[config.mk]
export PLATFORM = sky130hd
export DESIGN_NAME = pwm_ramp_ctrl
export DESIGN_NICKNAME = d
export VERILOG_FILES = /design/src/rtl/pwm_ramp_ctrl.sv
export SDC_FILE = /design/constraint.sdc
export NUM_CORES = 2
export LEC_CHECK = 0
export ABC_AREA = 1
export CORE_ASPECT_RATIO = 0.6
export CORE_MARGIN = 2
export CORE_UTILIZATION = 40
export CTS_CLUSTER_SIZE = 25
export DETAILED_ROUTE_END_ITERATION = 16
export PLACE_DENSITY_LB_ADDON = 0.1
export SLEW_MARGIN = 20
export SYNTH_ARGS = -nofsm -noshare
export SYNTH_HDL_FRONTEND = slang
export SYNTH_SLANG_ARGS = --single-unit
[constraint.sdc]
create_clock -name clk -period 9.1 [get_ports clk]
set_input_delay 1.82 -clock clk [delete_from_list [all_inputs] [get_ports clk]]
set_output_delay 1.82 -clock clk [all_outputs]
set_load 0.01 [all_outputs]
[src/rtl/pwm_ramp_ctrl.sv]
// PWM duty ramp controller: programs four PWM channels, then steps each CUR_n toward TARGET_n.
// Optional define PWM_RAMP_IRQ_EN drives irq_o on ramp completion; otherwise irq_o is tied low.
module pwm_ramp_ctrl #(
    parameter int unsigned TICK_W = 16
) (
    input  logic        clk,
    input  logic        rst,
    input  logic        we_i,
    input  logic [31:0] addr_i,
    input  logic [31:0] data_i,
    output logic [31:0] data_o,
    output logic        pwm_we_o,
    output logic [31:0] pwm_addr_o,
    output logic [31:0] pwm_data_o,
    output logic        irq_o
);
    localparam int unsigned DW  = 32;
    localparam int unsigned NCH = 4;

    typedef enum logic [2:0] {S_IDLE, S_CFG, S_WAIT, S_UPD, S_FIN} state_e;

    state_e                   state_q, state_d;
    logic [2:0]               idx_q, idx_d;
    logic [TICK_W-1:0]        wcnt_q, wcnt_d;
    logic [TICK_W-1:0]        tick_q;
    logic [DW-1:0]            step_q;
    logic [3:0]               enmask_q;
    logic [3:0]               done_q;
    logic [NCH-1:0][DW-1:0]   target_q, period_q, period_sh_q, cur_q;

    logic              wr_ctrl_c, go_c, abort_c, upd_en_c, fin_c, all_eq_c;
    logic [TICK_W-1:0] tick_eff_c;
    logic [DW-1:0]     cur_sel_c, tgt_sel_c, nxt_c;
    logic [DW:0]       step_eff_c, sum_c, dif_c;
    logic              unused_addr_bits;

    assign unused_addr_bits = ^addr_i[31:8];

    assign wr_ctrl_c  = we_i && (addr_i[7:0] == 8'h00);
    assign go_c       = wr_ctrl_c && data_i[0] && !data_i[1];
    assign abort_c    = wr_ctrl_c && data_i[1];
    assign tick_eff_c = (tick_q == '0) ? TICK_W'(1) : tick_q;

    // Next duty for the channel selected by idx_q; 33-bit so neither direction wraps.
    always_comb begin
        cur_sel_c  = cur_q[idx_q[1:0]];
        tgt_sel_c  = target_q[idx_q[1:0]];
        step_eff_c = (step_q == '0) ? 33'd1 : {1'b0, step_q};
        sum_c      = {1'b0, cur_sel_c} + step_eff_c;
        dif_c      = {1'b0, cur_sel_c} - step_eff_c;
        nxt_c      = cur_sel_c;
        if (cur_sel_c < tgt_sel_c) begin
            nxt_c = (sum_c > {1'b0, tgt_sel_c}) ? tgt_sel_c : sum_c[DW-1:0];
        end else if (cur_sel_c > tgt_sel_c) begin
            nxt_c = (dif_c[DW] || (dif_c[DW-1:0] < tgt_sel_c)) ? tgt_sel_c : dif_c[DW-1:0];
        end
    end

    // Channels 0..2 were already committed earlier in the UPD pass.
    assign all_eq_c = (cur_q[0] == target_q[0]) && (cur_q[1] == target_q[1]) &&
                      (cur_q[2] == target_q[2]) && (nxt_c == target_q[3]);

    always_ff @(posedge clk or negedge rst) begin
        if (!rst) begin
            state_q <= S_IDLE;
            idx_q   <= '0;
            wcnt_q  <= '0;
        end else begin
            state_q <= state_d;
            idx_q   <= idx_d;
            wcnt_q  <= wcnt_d;
        end
    end

    always_comb begin
        state_d    = state_q;
        idx_d      = idx_q;
        wcnt_d     = wcnt_q;
        pwm_we_o   = 1'b0;
        pwm_addr_o = '0;
        pwm_data_o = '0;
        upd_en_c   = 1'b0;
        fin_c      = 1'b0;
        case (state_q)
            S_IDLE: begin
                if (go_c) begin
                    state_d = S_CFG;
                    idx_d   = '0;
                end
            end
            S_CFG: begin
                pwm_we_o = 1'b1;
                if (idx_q == 3'd4) begin
                    pwm_addr_o = 32'h0004_0000;
                    pwm_data_o = {28'b0, enmask_q};
                    state_d    = S_WAIT;
                    wcnt_d     = '0;
                end else begin
                    pwm_addr_o = {14'b0, idx_q[1:0], 16'b0};
                    pwm_data_o = period_sh_q[idx_q[1:0]];
                    idx_d      = idx_q + 3'd1;
                end
            end
            S_WAIT: begin
                if (wcnt_q >= tick_eff_c - TICK_W'(1)) begin
                    state_d = S_UPD;
                    idx_d   = '0;
                    wcnt_d  = '0;
                end else begin
                    wcnt_d = wcnt_q + TICK_W'(1);
                end
            end
            S_UPD: begin
                pwm_we_o   = 1'b1;
                upd_en_c   = 1'b1;
                pwm_addr_o = {11'b0, 1'b1, 2'b0, idx_q[1:0], 16'b0};
                pwm_data_o = nxt_c;
                if (idx_q == 3'd3) begin
                    state_d = all_eq_c ? S_FIN : S_WAIT;
                    wcnt_d  = '0;
                end else begin
                    idx_d = idx_q + 3'd1;
                end
            end
            S_FIN: begin
                fin_c   = 1'b1;
                state_d = S_IDLE;
            end
            default: state_d = S_IDLE;
        endcase
        // Abort cancels the current cycle's PWM write and CUR/DONE update.
        if (abort_c && (state_q != S_IDLE)) begin
            state_d    = S_IDLE;
            pwm_we_o   = 1'b0;
            pwm_addr_o = '0;
            pwm_data_o = '0;
            upd_en_c   = 1'b0;
            fin_c      = 1'b0;
        end
    end

    always_ff @(posedge clk or negedge rst) begin
        if (!rst) begin
            tick_q      <= '0;
            step_q      <= '0;
            enmask_q    <= '0;
            done_q      <= '0;
            target_q    <= '0;
            period_q    <= '0;
            period_sh_q <= '0;
            cur_q       <= '0;
        end else begin
            if (we_i) begin
                if (addr_i[7:0] == 8'h00) enmask_q <= data_i[7:4];
                if (addr_i[7:0] == 8'h04) tick_q   <= data_i[TICK_W-1:0];
                if (addr_i[7:0] == 8'h08) step_q   <= data_i;
                if (addr_i[7:0] == 8'h30) done_q   <= '0;
                for (int n = 0; n < NCH; n++) begin
                    if (addr_i[7:0] == 8'(16 + 4 * n)) target_q[n] <= data_i;
                    if (addr_i[7:0] == 8'(32 + 4 * n)) period_q[n] <= data_i;
                end
            end
            if ((state_q == S_IDLE) && go_c) period_sh_q <= period_q;
            if (upd_en_c) cur_q[idx_q[1:0]] <= nxt_c;
            if (fin_c) done_q <= 4'b1111;
        end
    end

    always_comb begin
        data_o = '0;
        case (addr_i[7:0])
            8'h00:   data_o = {24'b0, enmask_q, 4'b0};
            8'h04:   data_o = DW'(tick_q);
            8'h08:   data_o = step_q;
            8'h30:   data_o = {24'b0, done_q, 3'b0, (state_q != S_IDLE)};
            default: data_o = '0;
        endcase
        for (int n = 0; n < NCH; n++) begin
            if (addr_i[7:0] == 8'(16 + 4 * n)) data_o = target_q[n];
            if (addr_i[7:0] == 8'(32 + 4 * n)) data_o = period_q[n];
            if (addr_i[7:0] == 8'(64 + 4 * n)) data_o = cur_q[n];
        end
    end

`ifdef PWM_RAMP_IRQ_EN
    assign irq_o = fin_c;
`else
    assign irq_o = 1'b0;
`endif

endmodule

======== Word level (Yosys, flattened, before mapping) ========
Index checks and enable logic that the tools add are counted.
storage, ports and cells
  register bits ........................... 590
  latch bits .............................. 0
  bits in writable memories ............... 0
  ROM bits ................................ 0
  input bits .............................. 67
  output and inout bits ................... 98
  logic and storage cells ................. 166
  memories ................................ 0
operators by class
  add/sub/neg operators ................... 5
  $mul .................................... 0
  divide/modulo/power cells ............... 0
  $lt $le $gt $ge ......................... 7
  eq/ne operators ......................... 35
  shift-type cells ........................ 0
  muxes and demuxes ....................... 59
  bitwise logic cells ..................... 0
  reduce and logical (&&, ||, !) cells .... 37
operator list
  cell                                           count
  2-to-1 mux 32 bit                              24
  binary-select mux 32 bit (select 2 bit)        3
  bitwise mux 128 bit                            1
  == test 32 bit                                 4
  case mux 32 bit (4 select lines)               1
  demux 32 bit (select 2 bit)                    1
  < comparator 32 bit                            2
  2-to-1 mux 16 bit                              4
  case mux 32 bit (2 select lines)               1
  case mux 16 bit (3 select lines)               1
  case mux 21 bit (2 select lines)               1
  == test 8 x 6 -> 1 bit, second input constant  5
  adder 32 x 32 -> 33 bit                        1
  greater-than comparator 33 x 32 -> 1 bit       1
  subtractor 32 x 32 -> 33 bit                   1
  == test 8 x 5 -> 1 bit, second input constant  4
  == test 8 x 7 -> 1 bit, second input constant  4
  greater-than comparator 32 bit                 1
  zero test 32 bit                               1
  2-to-1 mux 3 bit                               10
  case mux 3 bit (4 select lines)                2
  AND reduction 2 bit                            12
  2-to-1 mux 19 bit                              1
  adder 16 x 1 -> 16 bit, second input constant  1
  27 further kinds                               56

======== Logic depth before layout (Yosys ltp) ========
  word-level depth ........................ 14
  gate-level depth with buffers ........... 49
  mapped depth without buffers ............ 47

======== Least setup slack after synthesis ========
No wires, ideal clock.
  kind .................................... register -> output
  start ................................... reg idx_q[0]
  end ..................................... out pwm_data_o[2]
  arrival time ............................ 5.080 ns
  data required time ...................... 7.280 ns
  path slack .............................. 2.200 ns
  cell stages (with the launch flop) ...... 32
  path buffers ............................ 5
  cell sequence ........................... dfrtp_1 -> clkbuf_1 -> buf_2 -> buf_1 -> o21ai_0 -> o22ai_1 -> ha_1 -> buf_2 -> nor2_1 -> inv_1 -> o21ai_0 -> a21oi_1 -> nand2_1 -> nand2_1 -> nand2_1 -> nand2_1 -> nand2_1 -> xor2_1 -> inv_1 -> ha_1 -> nand4_1 -> nor2_1 -> nand4_1 -> nor4b_1 -> o211ai_4 -> nand2_4 -> buf_4 -> nand2_1 -> nand3_1 -> nand2_2 -> a221oi_1 -> nor2_1
between the ends
  longest elaborated chain between the ends .. 10
  elaborated cells between the ends (all ways) .. 21
  those cells by class .................... add/sub: 2; order compare: 4; eq/ne: 1; mux: 13; reduce/logical: 1
ends and longest elaborated chain
  element                                  line  text
  start, declared                          23    logic [2:0] idx_q, idx_d;
  start signal, assigned                   70    idx_q <= idx_d;
  binary-select mux 32 bit (select 2 bit)  46    cur_sel_c = cur_q[idx_q[1:0]];
  2-to-1 mux 32 bit (implied by the code)  46
  subtractor 32 x 32 -> 33 bit             50    dif_c = {1'b0, cur_sel_c} - step_eff_c;
  < comparator 32 bit                      55    nxt_c = (dif_c[DW] || (dif_c[DW-1:0] < tgt_sel_c)) ? tgt_sel_c : dif_c[DW-1:0];
  logical OR 1 bit                         55
  2-to-1 mux 32 bit                        55
  2-to-1 mux 32 bit                        54    end else if (cur_sel_c > tgt_sel_c) begin
  2-to-1 mux 32 bit                        52    if (cur_sel_c < tgt_sel_c) begin
  case mux 32 bit (2 select lines) *       84    case (state_q)
  2-to-1 mux 32 bit *                      132   if (abort_c && (state_q != S_IDLE)) begin
  end, declared                            14    output logic [31:0] pwm_data_o,
Mark *: on every way between the ends. The rest lies on a longest branch, timed or not. The select of a mux whose other input is x is not followed.

======== Worst setup path after layout ========
  start ................................... reg idx_q[0]
  end ..................................... out pwm_data_o[11]
The elaborated chain is that of the path after synthesis.

==> summary.md <==
| Metric | Value |
|---|---|
| Status | `complete, no violations` |
| Kind of critical path | `reg -> out` |
| Synth cell types | `65` |
| Share of cells above drive strength 1 | `0.0872` |
| Startpoint Class | `flip-flop` |
| Synth Register Bits | `between 500 and 600` |
| Skew final | `0.0520 ns` |
| Setup TNS | `0 ns` |
| Synth top area cells | `dfrtp_1 (38%), nand2_1 (12%), o21ai_0 (9.3%)` |
| DR vias | `38,300` |
| Core region area | `between 90,000 and 100,000 µm²` |
| CP delay by family, top | `simple AND/OR/NAND/NOR gates` |
| Synth warn | `0` |
| TritonCTS Buffers | `58` |
| Fillers | `~10,000` |
| Hold WS | `between 0.4 and 0.5 ns` |
| Ys flop type | `dfrtp_1` |
| CTS Hold Bufs | `0` |
| Clock-pin slew on the worst setup and hold paths | `0.07 ns` |
| Initial antenna violation count | `4` |
| Fmax | `~0.11 GHz` |
| Global Route Usage Sum | `0.345` |
| GRT Residual Overflow | `0` |
| Critical Path RT | `between 7 and 8 ns` |
| Synth area leader | `dfrtp_1` |
| Routed length per placed instance | `between 20 and 30 µm` |
| CTS Sinks | `slightly below 600` |
| Initial DRC Count | `roughly 5,600` |
| CP bufs+invs | `8` |
| CTS max path bufs | `3` |
| Post-synthesis cell count | `between 5,000 and 6,000` |
| Pin count of the biggest net entering global routing | `around 170` |
| Initial Util | `0.402` |
| Fin. Hold Viols | `0` |
| Pwr per Cell Area | `452 nW/µm²` |
| Num ports | `~170` |
| CTS tree | `yes` |
| Slew Limit Fails | `0` |
| Critical path endpoint category | `output pin` |
| Slowest-stage cell, CP | `dfrtp_4` |
| EDFF count, synth | `0` |
| DIE WIDTH | `405 µm` |
| Crit path setup slack, layout | `0.252 ns` |
| Htree depth | `2` |
| First-pass GRT wire length | `approximately 250,000 µm` |
| Worst slew margin | `0.234` |
| Commonest cells post-synth | `nand2_1 (1,264), o21ai_0 (718), dfrtp_1 (587)` |
| Fin crit period | `8.85 ns` |
| Clock tree root driver cell | `clkbuf_16` |
| # DRC | `0` |
| Vias per inst | `between 5 and 6` |
| Leakage | `20.0 nW` |
| WP data arrival | `roughly 7 ns` |
| Die Y | `approximately 240 µm` |
| Setup WS pre-CTS | `between 0.6 and 0.7 ns` |
| Nets | `~5,600` |
| Worst-path fanout max | `56` |
| Worst-margin pin slew | `around 1.1 ns` |
| Seq/Total Area, Yosys | `0.381` |
| Period utilisation layout | `0.972` |
| DRT antenna net count | `0` |
| Slowest cell delay on critical path | `about 0.56 ns` |
| Peak VDD IR | `between 0.0006 and 0.0007 V` |
| Total Routed Length | `roughly 170,000 µm` |
| Hpwl dp | `between 100,000 and 150,000 µm` |
| RD Place Congestion | `between 1 and 1.5` |
| Synthesized area | `38,500 µm²` |
| Clock Latency Late Sink | `roughly 0.67 ns` |
| Area Growth Syn to Fin | `13.4%` |
| DRT Pass-1 Iters | `6` |
| PortBufs | `between 100 and 150` |
| Critical Path Most Common Cell | `buf_4` |
| Die ar. | `a little under 100,000 µm²` |
| Post-synthesis async set-or-reset flop share | `1.00` |
| Rows | `slightly below 90` |
| Syn avg cell area | `approximately 7.3 µm²` |
| Synth top area share | `0.381` |
| Final setup vio count | `0` |
| Count leader, synth | `nand2_1` |
| HP Class | `reg -> reg` |
| Vias in the first global route | `between 30,000 and 40,000` |
| Maxcap violations | `0` |
layer usage:
layer,GRT usage,share of wire,up-vias
met3,0.0606,0.10,295
met5,0,0,-
met2,0.495,0.41,1988
li1,-,-,17500
met4,0.102,0.034,0
met1,0.523,0.45,18500
layout make-up:
type                            count  area, µm²  area share
Inverter                          596       2260      0.0518
Antenna cell                        3       7.51    0.000172
Multi-Input combinational cell   3797      20500       0.470
Clock buffer                       73       1620      0.0371
Clock inverter                     31        395     0.00906
Tap cell                         1260       1580      0.0361
Sequential cell                   587      14700       0.337
Timing Repair Buffer              285       2600      0.0595
registers in the layout, indices dropped and copies added, names as in the netlist:
register     count
state_q          3
period_q       128
cur_q          128
tick_q          16
target_q       128
done_q           1
idx_q            3
step_q          32
wcnt_q          16
enmask_q         4
period_sh_q    128
path summary, 6_finish.rpt:
path                                  from               to  slack (ns)  cells after the start
max                               idx_q[0]   pwm_data_o[11]        0.25                     26
min                        period_sh_q[45]  period_sh_q[45]        0.48                      2
max reg2reg                       idx_q[0]       state_q[2]        1.88                     30
min reg2reg                period_sh_q[45]  period_sh_q[45]        0.48                      2
max in group asynchronous              rst  period_sh_q[80]        5.98                      3
min in group asynchronous              rst     period_q[27]        1.08                      1
report_power, final:
part           internal [W]  switching [W]
Combinational       0.00430        0.00948
Clock               0.00146        0.00118
Sequential          0.00296       0.000370
Total               0.00872         0.0110
worst min-delay path, cell delays in order, from the launching register on:
cell	delay, ns
dfrtp_1	0.34
nand2_1	0.05
o21ai_0	0.05
cells by family after synthesis:
| group | count (synthesis) | share of synthesized area |
|---|---|---|
| XOR/XNOR | 135 | 0.0307 |
| flip-flops | 587 | 0.381 |
| other | 1 | 0.0000974 |
| buffers and inverters | 917 | 0.0957 |
| adder cells (fa/ha/maj) | 184 | 0.0602 |
| multiplexers | 63 | 0.0184 |
| AO/OA/AOI/OAI | 1288 | 0.189 |
| AND/OR/NAND/NOR | 2098 | 0.224 |
timing repair:
item,4_1_cts,5_1_grt
buffers inserted,0,2
pin swaps,0,3
cloned,0,1
endpoints found under the hold margin,0,0
resized for setup,2,43
endpoints found under the setup margin,10,32
cell usage in the layout (no fill, tap or decap), drive strengths merged, types with 6 or more instances in the layout:
master,count
nand4,56
clkbuf,74
buf,174
a22oi,22
a21o,7
nor2,443
o21a,8
o211ai,23
a31oi,8
clkinvlp,6
nand2,1295
a221oi,17
conb,29
a21oi,258
a211oi,10
clkdlybuf4s50,110
o221ai,33
xor2,75
nor4,24
clkinv,19
nor3,54
bufinv,7
o21ai,734
inv,595
o22ai,90
nand3,212
ha,182
dfrtp,587
a32oi,36
o2111ai,26
mux2,63
xnor2,60
stage by stage:
| stage | utilization | instances | power, W | instance area (µm²) |
|---|---|---|---|---|
| final | 0.456 | 6632 | 0.0198 | 43700 |
| after global routing | 0.456 | 6629 | 0.0209 | 43700 |
| after CTS | 0.453 | 6626 | 0.0192 | 43400 |
| after detailed placement | 0.432 | 6522 | 0.0165 | 41400 |
| after global placement | 0.432 | 6522 | 0.0165 | 41400 |
| after floorplan | - | 5301 | 0.0110 | 38600 |
(Power assumes the default switching activity.)
